File: src/rtl/a2bus_initiator.sv
// -----------------------------------------------------------------------------
// a2bus_initiator
//
// Motherboard side of the Apple II slot bus. Generates the 7M and PHI1 timing,
// holds the bus in reset for RESET_CYCLES bus cycles after rst_n release, and
// runs one queued read or write per bus cycle from a 1-deep command holding
// register. Every bus-facing output comes straight from a flop.
//
// Ports
//   clk, rst_n          logic clock, asynchronous active-low reset
//   cmd_valid/ready     command handshake (ready = holding register empty and
//                       bus out of reset)
//   cmd_addr/wr/data    command address, 1 = write, write data
//   rsp_valid/wr/data   one-clk completion pulse, command type, read data (or
//                       the written data for writes)
//   a2_7m, a2_phi1      bus clocks (PHI0 is the inverse of PHI1)
//   a2_reset_n          bus reset
//   a2_addr, a2_rw_n    address bus and R/W (1 = read)
//   a2_d_o, a2_d_oe     write data and its output enable
//   a2_d_i              data bus input, sampled at the end of a read cycle
//   cycle_start         one-clk strobe on the first clk of each bus cycle
// -----------------------------------------------------------------------------
module a2bus_initiator #(
    parameter int          CLOCK_SPEED_HZ    = 54_000_000,
    parameter int          HALF_7M           = 4,
    parameter bit          LONG_CYCLE_ENABLE = 1'b1,
    parameter int          RESET_CYCLES      = 16,
    parameter logic [15:0] IDLE_ADDR         = 16'hFFFF
) (
    input  logic        clk,
    input  logic        rst_n,
    input  logic        cmd_valid,
    output logic        cmd_ready,
    input  logic [15:0] cmd_addr,
    input  logic        cmd_wr,
    input  logic [7:0]  cmd_data,
    output logic        rsp_valid,
    output logic        rsp_wr,
    output logic [7:0]  rsp_data,
    output logic        a2_7m,
    output logic        a2_phi1,
    output logic        a2_reset_n,
    output logic [15:0] a2_addr,
    output logic        a2_rw_n,
    output logic [7:0]  a2_d_o,
    output logic        a2_d_oe,
    input  logic [7:0]  a2_d_i,
    output logic        cycle_start
);

    localparam logic [3:0] PRE_LAST        = 4'(HALF_7M - 1);
    localparam logic [7:0] RST_LAST        = 8'(RESET_CYCLES - 1);
    localparam logic [3:0] HALF_SHORT_LAST = 4'd13;
    localparam logic [3:0] HALF_LONG_LAST  = 4'd15;
    localparam logic [3:0] HALF_PHI1_LAST  = 4'd6;
    localparam logic [3:0] HALF_PHI0_FIRST = 4'd7;
    localparam logic [6:0] CYC_LONG        = 7'd64;

    // Bus reset must last at least 1 us of real time.
    localparam longint RESET_CLKS = 64'(RESET_CYCLES) * 64'd14 * 64'(HALF_7M);

    if (HALF_7M < 2 || HALF_7M > 15) begin : g_bad_half_7m
        $error("a2bus_initiator: HALF_7M must be in 2..15");
    end
    if (RESET_CYCLES < 1 || RESET_CYCLES > 255) begin : g_bad_reset_cycles
        $error("a2bus_initiator: RESET_CYCLES must be in 1..255");
    end
    if (RESET_CLKS * 64'd1_000_000 < 64'(CLOCK_SPEED_HZ)) begin : g_short_reset
        $error("a2bus_initiator: bus reset shorter than 1 us");
    end

    logic [3:0]  pre_cnt_q,     pre_cnt_d;
    logic [3:0]  half_cnt_q,    half_cnt_d;
    logic [6:0]  cyc_cnt_q,     cyc_cnt_d;
    logic [7:0]  rst_cnt_q,     rst_cnt_d;
    logic        a2_7m_q,       a2_7m_d;
    logic        a2_phi1_q,     a2_phi1_d;
    logic        a2_reset_n_q,  a2_reset_n_d;
    logic [15:0] a2_addr_q,     a2_addr_d;
    logic        a2_rw_n_q,     a2_rw_n_d;
    logic [7:0]  a2_d_o_q,      a2_d_o_d;
    logic        a2_d_oe_q,     a2_d_oe_d;
    logic        active_q,      active_d;
    logic        pending_q,     pending_d;
    logic [15:0] hold_addr_q,   hold_addr_d;
    logic        hold_wr_q,     hold_wr_d;
    logic [7:0]  hold_data_q,   hold_data_d;
    logic        cmd_ready_q,   cmd_ready_d;
    logic        rsp_valid_q,   rsp_valid_d;
    logic        rsp_wr_q,      rsp_wr_d;
    logic [7:0]  rsp_data_q,    rsp_data_d;
    logic        cycle_start_q, cycle_start_d;

    logic        tick_s;
    logic        long_cycle_s;
    logic [3:0]  half_last_s;
    logic        cyc_end_s;
    logic        handoff_s;
    logic        accept_s;

    assign tick_s       = (pre_cnt_q == PRE_LAST);
    assign long_cycle_s = LONG_CYCLE_ENABLE && (cyc_cnt_q == CYC_LONG);
    assign half_last_s  = long_cycle_s ? HALF_LONG_LAST : HALF_SHORT_LAST;
    // The tick leaving the last half-period ends one cycle and starts the next.
    assign cyc_end_s    = tick_s && (half_cnt_q == half_last_s);
    // A held command only goes out once the bus was already out of reset.
    assign handoff_s    = cyc_end_s && a2_reset_n_q && pending_q;
    assign accept_s     = cmd_valid && cmd_ready_q;

    // State registers, asynchronous reset to the idle/bus-reset state.
    always_ff @(posedge clk or negedge rst_n) begin
        if (!rst_n) begin
            pre_cnt_q     <= 4'd0;
            half_cnt_q    <= 4'd0;
            cyc_cnt_q     <= 7'd0;
            rst_cnt_q     <= 8'd0;
            a2_7m_q       <= 1'b0;
            a2_phi1_q     <= 1'b1;
            a2_reset_n_q  <= 1'b0;
            a2_addr_q     <= IDLE_ADDR;
            a2_rw_n_q     <= 1'b1;
            a2_d_o_q      <= 8'd0;
            a2_d_oe_q     <= 1'b0;
            active_q      <= 1'b0;
            pending_q     <= 1'b0;
            hold_addr_q   <= 16'd0;
            hold_wr_q     <= 1'b0;
            hold_data_q   <= 8'd0;
            cmd_ready_q   <= 1'b0;
            rsp_valid_q   <= 1'b0;
            rsp_wr_q      <= 1'b0;
            rsp_data_q    <= 8'd0;
            cycle_start_q <= 1'b0;
        end else begin
            pre_cnt_q     <= pre_cnt_d;
            half_cnt_q    <= half_cnt_d;
            cyc_cnt_q     <= cyc_cnt_d;
            rst_cnt_q     <= rst_cnt_d;
            a2_7m_q       <= a2_7m_d;
            a2_phi1_q     <= a2_phi1_d;
            a2_reset_n_q  <= a2_reset_n_d;
            a2_addr_q     <= a2_addr_d;
            a2_rw_n_q     <= a2_rw_n_d;
            a2_d_o_q      <= a2_d_o_d;
            a2_d_oe_q     <= a2_d_oe_d;
            active_q      <= active_d;
            pending_q     <= pending_d;
            hold_addr_q   <= hold_addr_d;
            hold_wr_q     <= hold_wr_d;
            hold_data_q   <= hold_data_d;
            cmd_ready_q   <= cmd_ready_d;
            rsp_valid_q   <= rsp_valid_d;
            rsp_wr_q      <= rsp_wr_d;
            rsp_data_q    <= rsp_data_d;
            cycle_start_q <= cycle_start_d;
        end
    end

    // Next-state logic: timing chain, cycle start/end, bus reset, handshake.
    always_comb begin
        pre_cnt_d     = pre_cnt_q;
        half_cnt_d    = half_cnt_q;
        cyc_cnt_d     = cyc_cnt_q;
        rst_cnt_d     = rst_cnt_q;
        a2_7m_d       = a2_7m_q;
        a2_reset_n_d  = a2_reset_n_q;
        a2_addr_d     = a2_addr_q;
        a2_rw_n_d     = a2_rw_n_q;
        a2_d_o_d      = a2_d_o_q;
        a2_d_oe_d     = a2_d_oe_q;
        active_d      = active_q;
        pending_d     = pending_q;
        hold_addr_d   = hold_addr_q;
        hold_wr_d     = hold_wr_q;
        hold_data_d   = hold_data_q;
        rsp_valid_d   = 1'b0;
        rsp_wr_d      = rsp_wr_q;
        rsp_data_d    = rsp_data_q;
        cycle_start_d = 1'b0;

        if (tick_s) begin
            pre_cnt_d  = 4'd0;
            a2_7m_d    = ~a2_7m_q;
            half_cnt_d = cyc_end_s ? 4'd0 : (half_cnt_q + 4'd1);
        end else begin
            pre_cnt_d  = pre_cnt_q + 4'd1;
        end

        if (cyc_end_s) begin
            cycle_start_d = 1'b1;
            cyc_cnt_d     = (cyc_cnt_q == CYC_LONG) ? 7'd0 : (cyc_cnt_q + 7'd1);
            a2_d_oe_d     = 1'b0;

            if (!a2_reset_n_q) begin
                rst_cnt_d    = rst_cnt_q + 8'd1;
                a2_reset_n_d = (rst_cnt_q == RST_LAST);
            end else begin
                rst_cnt_d    = rst_cnt_q;
            end

            // Completion of the cycle that is ending now.
            if (active_q) begin
                rsp_valid_d = 1'b1;
                rsp_wr_d    = ~a2_rw_n_q;
                rsp_data_d  = a2_rw_n_q ? a2_d_i : a2_d_o_q;
            end else begin
                rsp_valid_d = 1'b0;
            end

            if (handoff_s) begin
                a2_addr_d = hold_addr_q;
                a2_rw_n_d = ~hold_wr_q;
                a2_d_o_d  = hold_data_q;
                active_d  = 1'b1;
                pending_d = 1'b0;
            end else begin
                a2_addr_d = IDLE_ADDR;
                a2_rw_n_d = 1'b1;
                active_d  = 1'b0;
            end
        end else if (tick_s && (half_cnt_q == HALF_PHI1_LAST) && active_q && !a2_rw_n_q) begin
            // Write data goes onto the bus for the PHI0 half only.
            a2_d_oe_d = 1'b1;
        end else begin
            a2_d_oe_d = a2_d_oe_q;
        end

        // cmd_ready is low while pending, so accept never collides with hand-off.
        if (accept_s) begin
            pending_d   = 1'b1;
            hold_addr_d = cmd_addr;
            hold_wr_d   = cmd_wr;
            hold_data_d = cmd_data;
        end else begin
            hold_addr_d = hold_addr_q;
        end
    end

    // Registered level outputs derived from the next state.
    always_comb begin
        a2_phi1_d   = (half_cnt_d < HALF_PHI0_FIRST);
        cmd_ready_d = ~pending_d & a2_reset_n_d;
    end

    assign cmd_ready   = cmd_ready_q;
    assign rsp_valid   = rsp_valid_q;
    assign rsp_wr      = rsp_wr_q;
    assign rsp_data    = rsp_data_q;
    assign a2_7m       = a2_7m_q;
    assign a2_phi1     = a2_phi1_q;
    assign a2_reset_n  = a2_reset_n_q;
    assign a2_addr     = a2_addr_q;
    assign a2_rw_n     = a2_rw_n_q;
    assign a2_d_o      = a2_d_o_q;
    assign a2_d_oe     = a2_d_oe_q;
    assign cycle_start = cycle_start_q;

endmodule

File: config.mk
export PLATFORM = sky130hd
export DESIGN_NAME = a2bus_initiator
export DESIGN_NICKNAME = d
export VERILOG_FILES = /design/src/rtl/a2bus_initiator.sv
export SDC_FILE = /design/constraint.sdc
export NUM_CORES = 1
export LEC_CHECK = 0
export CAP_MARGIN = 20
export CORE_MARGIN = 8
export CORE_UTILIZATION = 55
export CTS_CLUSTER_DIAMETER = 50
export DETAILED_ROUTE_END_ITERATION = 7
export GPL_TIMING_DRIVEN = 0
export PLACE_DENSITY = 0.84
export REMOVE_ABC_BUFFERS = 1
export SETUP_SLACK_MARGIN = 0.2
export SLEW_MARGIN = 15
export SYNTH_ARGS = -nofsm -noshare
export SYNTH_HDL_FRONTEND = slang
export SYNTH_SLANG_ARGS = --single-unit
File: constraint.sdc
create_clock -name clk -period 6.6 [get_ports clk]
set_clock_uncertainty 0.1 [all_clocks]
set_input_delay 0.99 -clock clk [delete_from_list [all_inputs] [get_ports clk]]
set_output_delay 0.99 -clock clk [all_outputs]
set_load 0.03 [all_outputs]
Word-level counts from Yosys, hierarchy flattened
Cells that the tools add are included.
{"block": "totals", "reg_bits": 91, "word_cells": 68}
{"block": "op_classes", "muxes": 19, "n_lt_le_gt_ge": 1, "reduce_logical": 12, "n_addsub": 4, "bitwise_logic": 6, "eq_ne": 5}
{"operator": "$mux W16", "count": 1}
{"operator": "$mux W1", "count": 12}
{"operator": "$mux W4", "count": 3}
{"operator": "$add A4 B1 Y4 const B", "count": 2}
{"operator": "$add A8 B1 Y8 const B", "count": 1}
{"operator": "$eq A8 B4 Y1 const B", "count": 1}
{"operator": "$mux W8", "count": 1}
{"operator": "$add A7 B1 Y7 const B", "count": 1}
{"operator": "$eq A7 B7 Y1 const B", "count": 1}
{"operator": "$logic_and A1 B1 Y1", "count": 7}
{"operator": "$mux W7", "count": 1}
{"operator": "$reduce_and A2 Y1", "count": 3}
{"operator": "$not A1 Y1", "count": 5}
{"operator": "$eq A4 B2 Y1 const B", "count": 1}
{"operator": "$eq A4 B3 Y1 const B", "count": 1}
{"operator": "$eq A4 B4 Y1", "count": 1}
{"operator": "$lt A4 B3 Y1 const B", "count": 1}
{"operator": "$mux W2", "count": 1}
{"operator": "$reduce_bool A2 Y1", "count": 1}
{"operator": "$and A1 B1 Y1", "count": 1}
{"operator": "$logic_not A1 Y1", "count": 1}

Longest topological paths before layout
{"block": "depth", "depth_word": 11, "depth_mapped": 8, "mapped_depth_nobuf": 6}

Least setup slack after synthesis
OpenSTA, ideal clock, no wires.
{"block": "synth_timing", "path_kind": "reg-to-reg", "startpoint": "register pre_cnt_q[0]", "endpoint": "register rsp_data_q[0] (netlist: rsp_data[0])", "arrival_ns": 2.051, "synth_period_minus_slack_ns": 2.275, "path_stages_with_launch": 8, "slack_ns": 4.325, "n_path_buf": 2, "path_cell_list": "dfrtp_1 -> ha_1 -> or3b_1 -> buf_2 -> a211oi_4 -> and3_1 -> buf_4 -> mux2_2"}
{"block": "synth_via", "elab_chain_len": 3}
{"element": "from (decl)", "line_no": "72", "rtl": "logic [3:0] pre_cnt_q, pre_cnt_d;"}
{"element": "from (signal assigned)", "line_no": "135", "rtl": "pre_cnt_q <= pre_cnt_d;"}
{"element": "$eq A4 B2 Y1", "line_no": "101", "rtl": "assign tick_s = (pre_cnt_q == PRE_LAST);"}
{"element": "$logic_and A1 B1 Y1", "line_no": "105", "rtl": "assign cyc_end_s = tick_s && (half_cnt_q == half_last_s);"}
{"element": "$reduce_and A2 Y1 (no line)"}
{"element": "to (signal assigned)", "line_no": "154", "rtl": "rsp_data_q <= rsp_data_d;"}
{"element": "to (decl)", "line_no": "91", "rtl": "logic [7:0] rsp_data_q, rsp_data_d;"}
Every way passes these cells.
A chain may end at the register's enable or synchronous reset.

Worst setup path after layout
{"block": "layout_timing", "startpoint": "register a2_rw_n_q (netlist: a2_rw_n)", "endpoint": "output a2_rw_n"}
{"element": "from (decl)", "line_no": "80", "rtl": "logic a2_rw_n_q, a2_rw_n_d;"}
{"element": "from (signal assigned)", "line_no": "143", "rtl": "a2_rw_n_q <= a2_rw_n_d;"}
{"element": "to (decl)", "line_no": "44", "rtl": "output logic a2_rw_n,"}
No word-level cell between the ends.

==> metrics.md <==
| Metric | Value |
|---|---|
| Adder-Cell Fraction of Synth Area | `0.01940` |
| Count leader, synth | `dfrtp_1` |
| Switch share | `0.2141` |
| Final setup viols | `0` |
| FP Rows | `30` |
| Post-Place Worst Slack | `3.378 ns` |
| Synth Flop Type | `dfrtp_1` |
| Layout cells sized above 1 | `0.2603` |
| Final setup margin | `3.723 ns` |
| GR Util All Layers | `0.1711` |
| Synthesized area | `3870 sq um` |
| P_leak | `2.203 nW` |
| Layer with the highest usage | `met2` |
| Met1 usage | `0.1981` |
| Gp weighted congestion | `0.8587` |
| Via/cell ratio | `5.440` |
| Drt drc | `0` |
| Htree depth | `3` |
| Clk sink count | `91` |
| Setup bufs post-CTS | `0` |
| Biggest area consumer among synthesized cells | `dfrtp_1` |
| Reg area | `2300 sq um` |
| Grt total ovfl | `0` |
| Worst hold endpoint | `pre_cnt_q[0]` |
| Register area share after synthesis | `0.5942` |
| Max-Cap Viols | `0` |
| Pwr Total | `972.6 uW` |
| Finished Layout Cells | `461` |
| Cells after DPL | `445` |
| Reg power frac | `0.573` |
| Synth Area in Compound Gates | `0.08632` |
| Syn Area/Cell | `13.63 sq um` |
| CTS tree | `yes` |
| Setup TNS Final | `0 ns` |
| Critical Path Fanout Max | `12` |
| ANT nets after route | `0` |
| First-pass GRT wire length | `13.43 mm` |
| Die Ht | `99.88 um` |
| Power Internal | `764.3 uW` |
| Post-cts sizing count | `0` |
| RR Startpoint | `cyc_cnt_q[0]` |
| Post-Synthesis Cells | `284` |
| Post-synth top cells | `dfrtp_1 (73), mux2_2 (50), dfstp_2 (18)` |
| Fmax | `347.6 MHz` |
| Crit-path cells | `clkdlybuf4s50_1` |
| Die area | `9976 sq um` |
| Yosys warns | `0` |
| Number of synthesized flops with an enable pin | `0` |
| Post-synth ARST share | `1.000` |
| Largest net degree at the start of global routing | `52` |
| Ports | `77` |
| Number of global-route vias before repair | `2668` |
| VDD IR-drop max | `0.1532 mV` |
| Initial DRT Pass Iterations | `4` |
| Fin nets | `402` |
| Buf/Inv on CP | `1` |
| CTS Hold Bufs | `0` |
| Status | `finished, final reports clean` |
| Maximum clock path buffer count | `2` |
| Max transition margin | `0.4037` |
| Die Width | `99.88 um` |
| Synth Area in Simple Gates | `0.08406` |
| WS Path Type | `flip-flop to output pin` |
| Net switching power | `208.3 uW` |
| CP endpoint kind | `output pin` |
| Max stage delay on crit path | `0.73 ns` |
| Flop2flop setup slack | `3.74 ns` |
| Mux contribution to synthesized area | `0.1584` |
| Hold crit path type | `flip-flop to flip-flop` |
| P&R area growth vs syn | `27.93%` |
| Final slew viol count | `0` |
| DR vias | `2508` |
| Wire length per cell | `17.68 um` |
| Clock latency on the worst-skew pair | `0.35 ns` |
| DPL Wire Length | `5.792 mm` |
| Total power per unit cell area | `196.4 nW/um^2` |
| Input/output buffers | `76` |
| CP Launch Type | `flip-flop` |
| Period utilisation layout | `0.4359` |
| Slowest-stage cell, CP | `clkdlybuf4s50_1` |
| CP delay by family, top | `buffers and inverters` |
| Min Tclk post-route | `2.877 ns` |
| Combinational power share | `0.034` |
| CTS Buf Count | `9` |
| Synth area leaders | `dfrtp_1 (47%), mux2_2 (15%), dfstp_2 (12%), o22a_1 (3.8%), xnor2_1 (2.3%)` |
| Met2 Usage GRT | `0.2735` |
| Drt total wl | `8.151 mm` |
| Yosys reg bits | `91` |
| Filler cells | `445` |
| Req. time, crit path | `5.51 ns` |
| Arrival time at the worst endpoint | `1.79 ns` |
| Initial Utilization | `0.5696` |
| Core footprint | `6794 sq um` |
| RSZ-0062 raised after global routing | `no` |
| Actual slew at the worst max-slew pin | `0.8891 ns` |
| Unique masters post-synth | `44` |
| Initial drt markers | `78` |
| Reg2reg end | `cyc_cnt_q[1]` |
| R2R depth | `7` |
| Met3 usage | `0.08097` |
| Worst hold stages | `1` |
| Xor and xnor area share after synthesis | `0.03168` |
| Initial antenna violation count | `0` |
| Inserted Diodes | `0` |
| Final hold slack | `0.3624 ns` |
| Clk pwr share | `0.393` |
| Area taken by multi-input logic gates | `1484 sq um` |
| Root Buffer | `clkbuf_8` |
| Hold Violations, Final | `0` |
| Main combinational cell family by area after synthesis | `multiplexers` |
| Hold Path Origin | `pre_cnt_q[0]` |
| Clock-pin slew on the worst setup and hold paths | `0.09 ns` |
| Share of the synthesized area in the top cell type | `0.4720` |
[area by class of cell]
type	count	share of cell area
tap	96	0.02426
multi-input combinational	171	0.2997
inverter	8	0.006065
clock buffer	11	0.02856
timing repair buffer	79	0.1648
clock inverter	5	0.01213
sequential	91	0.4645
[layout by cell type (no fill, tap or decap), drive strengths merged, types with 2 or more instances in the layout]
cell           count
clkdlybuf4s50     75
dfrtp             73
mux2              52
dfstp             18
o22a              17
clkbuf            11
nand3             10
xnor2             10
nor2              10
nand2              9
inv                9
ha                 6
nor3               5
o21ai              4
xor2               4
a21oi              4
nand4              4
buf                4
and3               3
and2               3
o2bb2ai            3
a211oi             3
a211o              2
mux2i              2
a22o               2
nor4               2
and4b              2
nand4b             2
clkinv             2
[through the flow]
stage / util / area, sq um
after floorplan: - / 3800
after global placement: 0.6890 / 4681
after detailed placement: 0.6982 / 4743
after CTS: 0.7278 / 4945
after global routing: 0.7287 / 4951
final: 0.7287 / 4951
[how the worst max path moves through the flow]
stage                     cells after the start          from  slack, ns      endpoint
after global routing                          7  cyc_cnt_q[0]       3.51  cyc_cnt_q[1]
final                                         1       a2_rw_n       3.72       a2_rw_n
after CTS                                     7  cyc_cnt_q[0]       3.36  cyc_cnt_q[1]
after floorplan                               6  cyc_cnt_q[0]       3.42  cyc_cnt_q[1]
after detailed placement                      7  cyc_cnt_q[0]       3.38  cyc_cnt_q[1]
after global placement                        1         rst_n       1.27   rsp_data[7]
[registers in the layout, summed over array words and instances (netlist names), 7 cells and up]
name	flops
a2_addr	16
hold_addr_q	16
a2_d_o	8
hold_data_q	8
rsp_data	8
rst_cnt_q	8
cyc_cnt_q	7
[kinds of logic (layout without fill, tap and decap cells)]
| kind of cell | Yosys count | count (layout) |
|---|---|---|
| xor gates and xnor gates | 14 | 14 |
| muxes | 54 | 54 |
| buffers and inverters | 22 | 103 |
| AOI/OAI and AO/OA | 41 | 41 |
| adders and majority gates | 6 | 6 |
| and+or+nand+nor | 56 | 56 |
| DFF | 91 | 91 |
[per-layer routing]
metal | routed length [um] | part of all wire
met1 | 3377 | 0.41
met2 | 3955 | 0.49
met3 | 688 | 0.084
met4 | 129 | 0.016
met5 | 0 | 0
[power groups by stage]
stage	Combinational, mW	Clock [mW]	Sequential (mW)
floorplan	0.000207	0	0.568
global route	0.0367	0.412	0.558
finish	0.0331	0.382	0.558
global placement	0.0311	0	0.568
detailed placement	0.0340	0	0.568
CTS	0.0343	0.390	0.558
(Power assumes the default switching activity.)
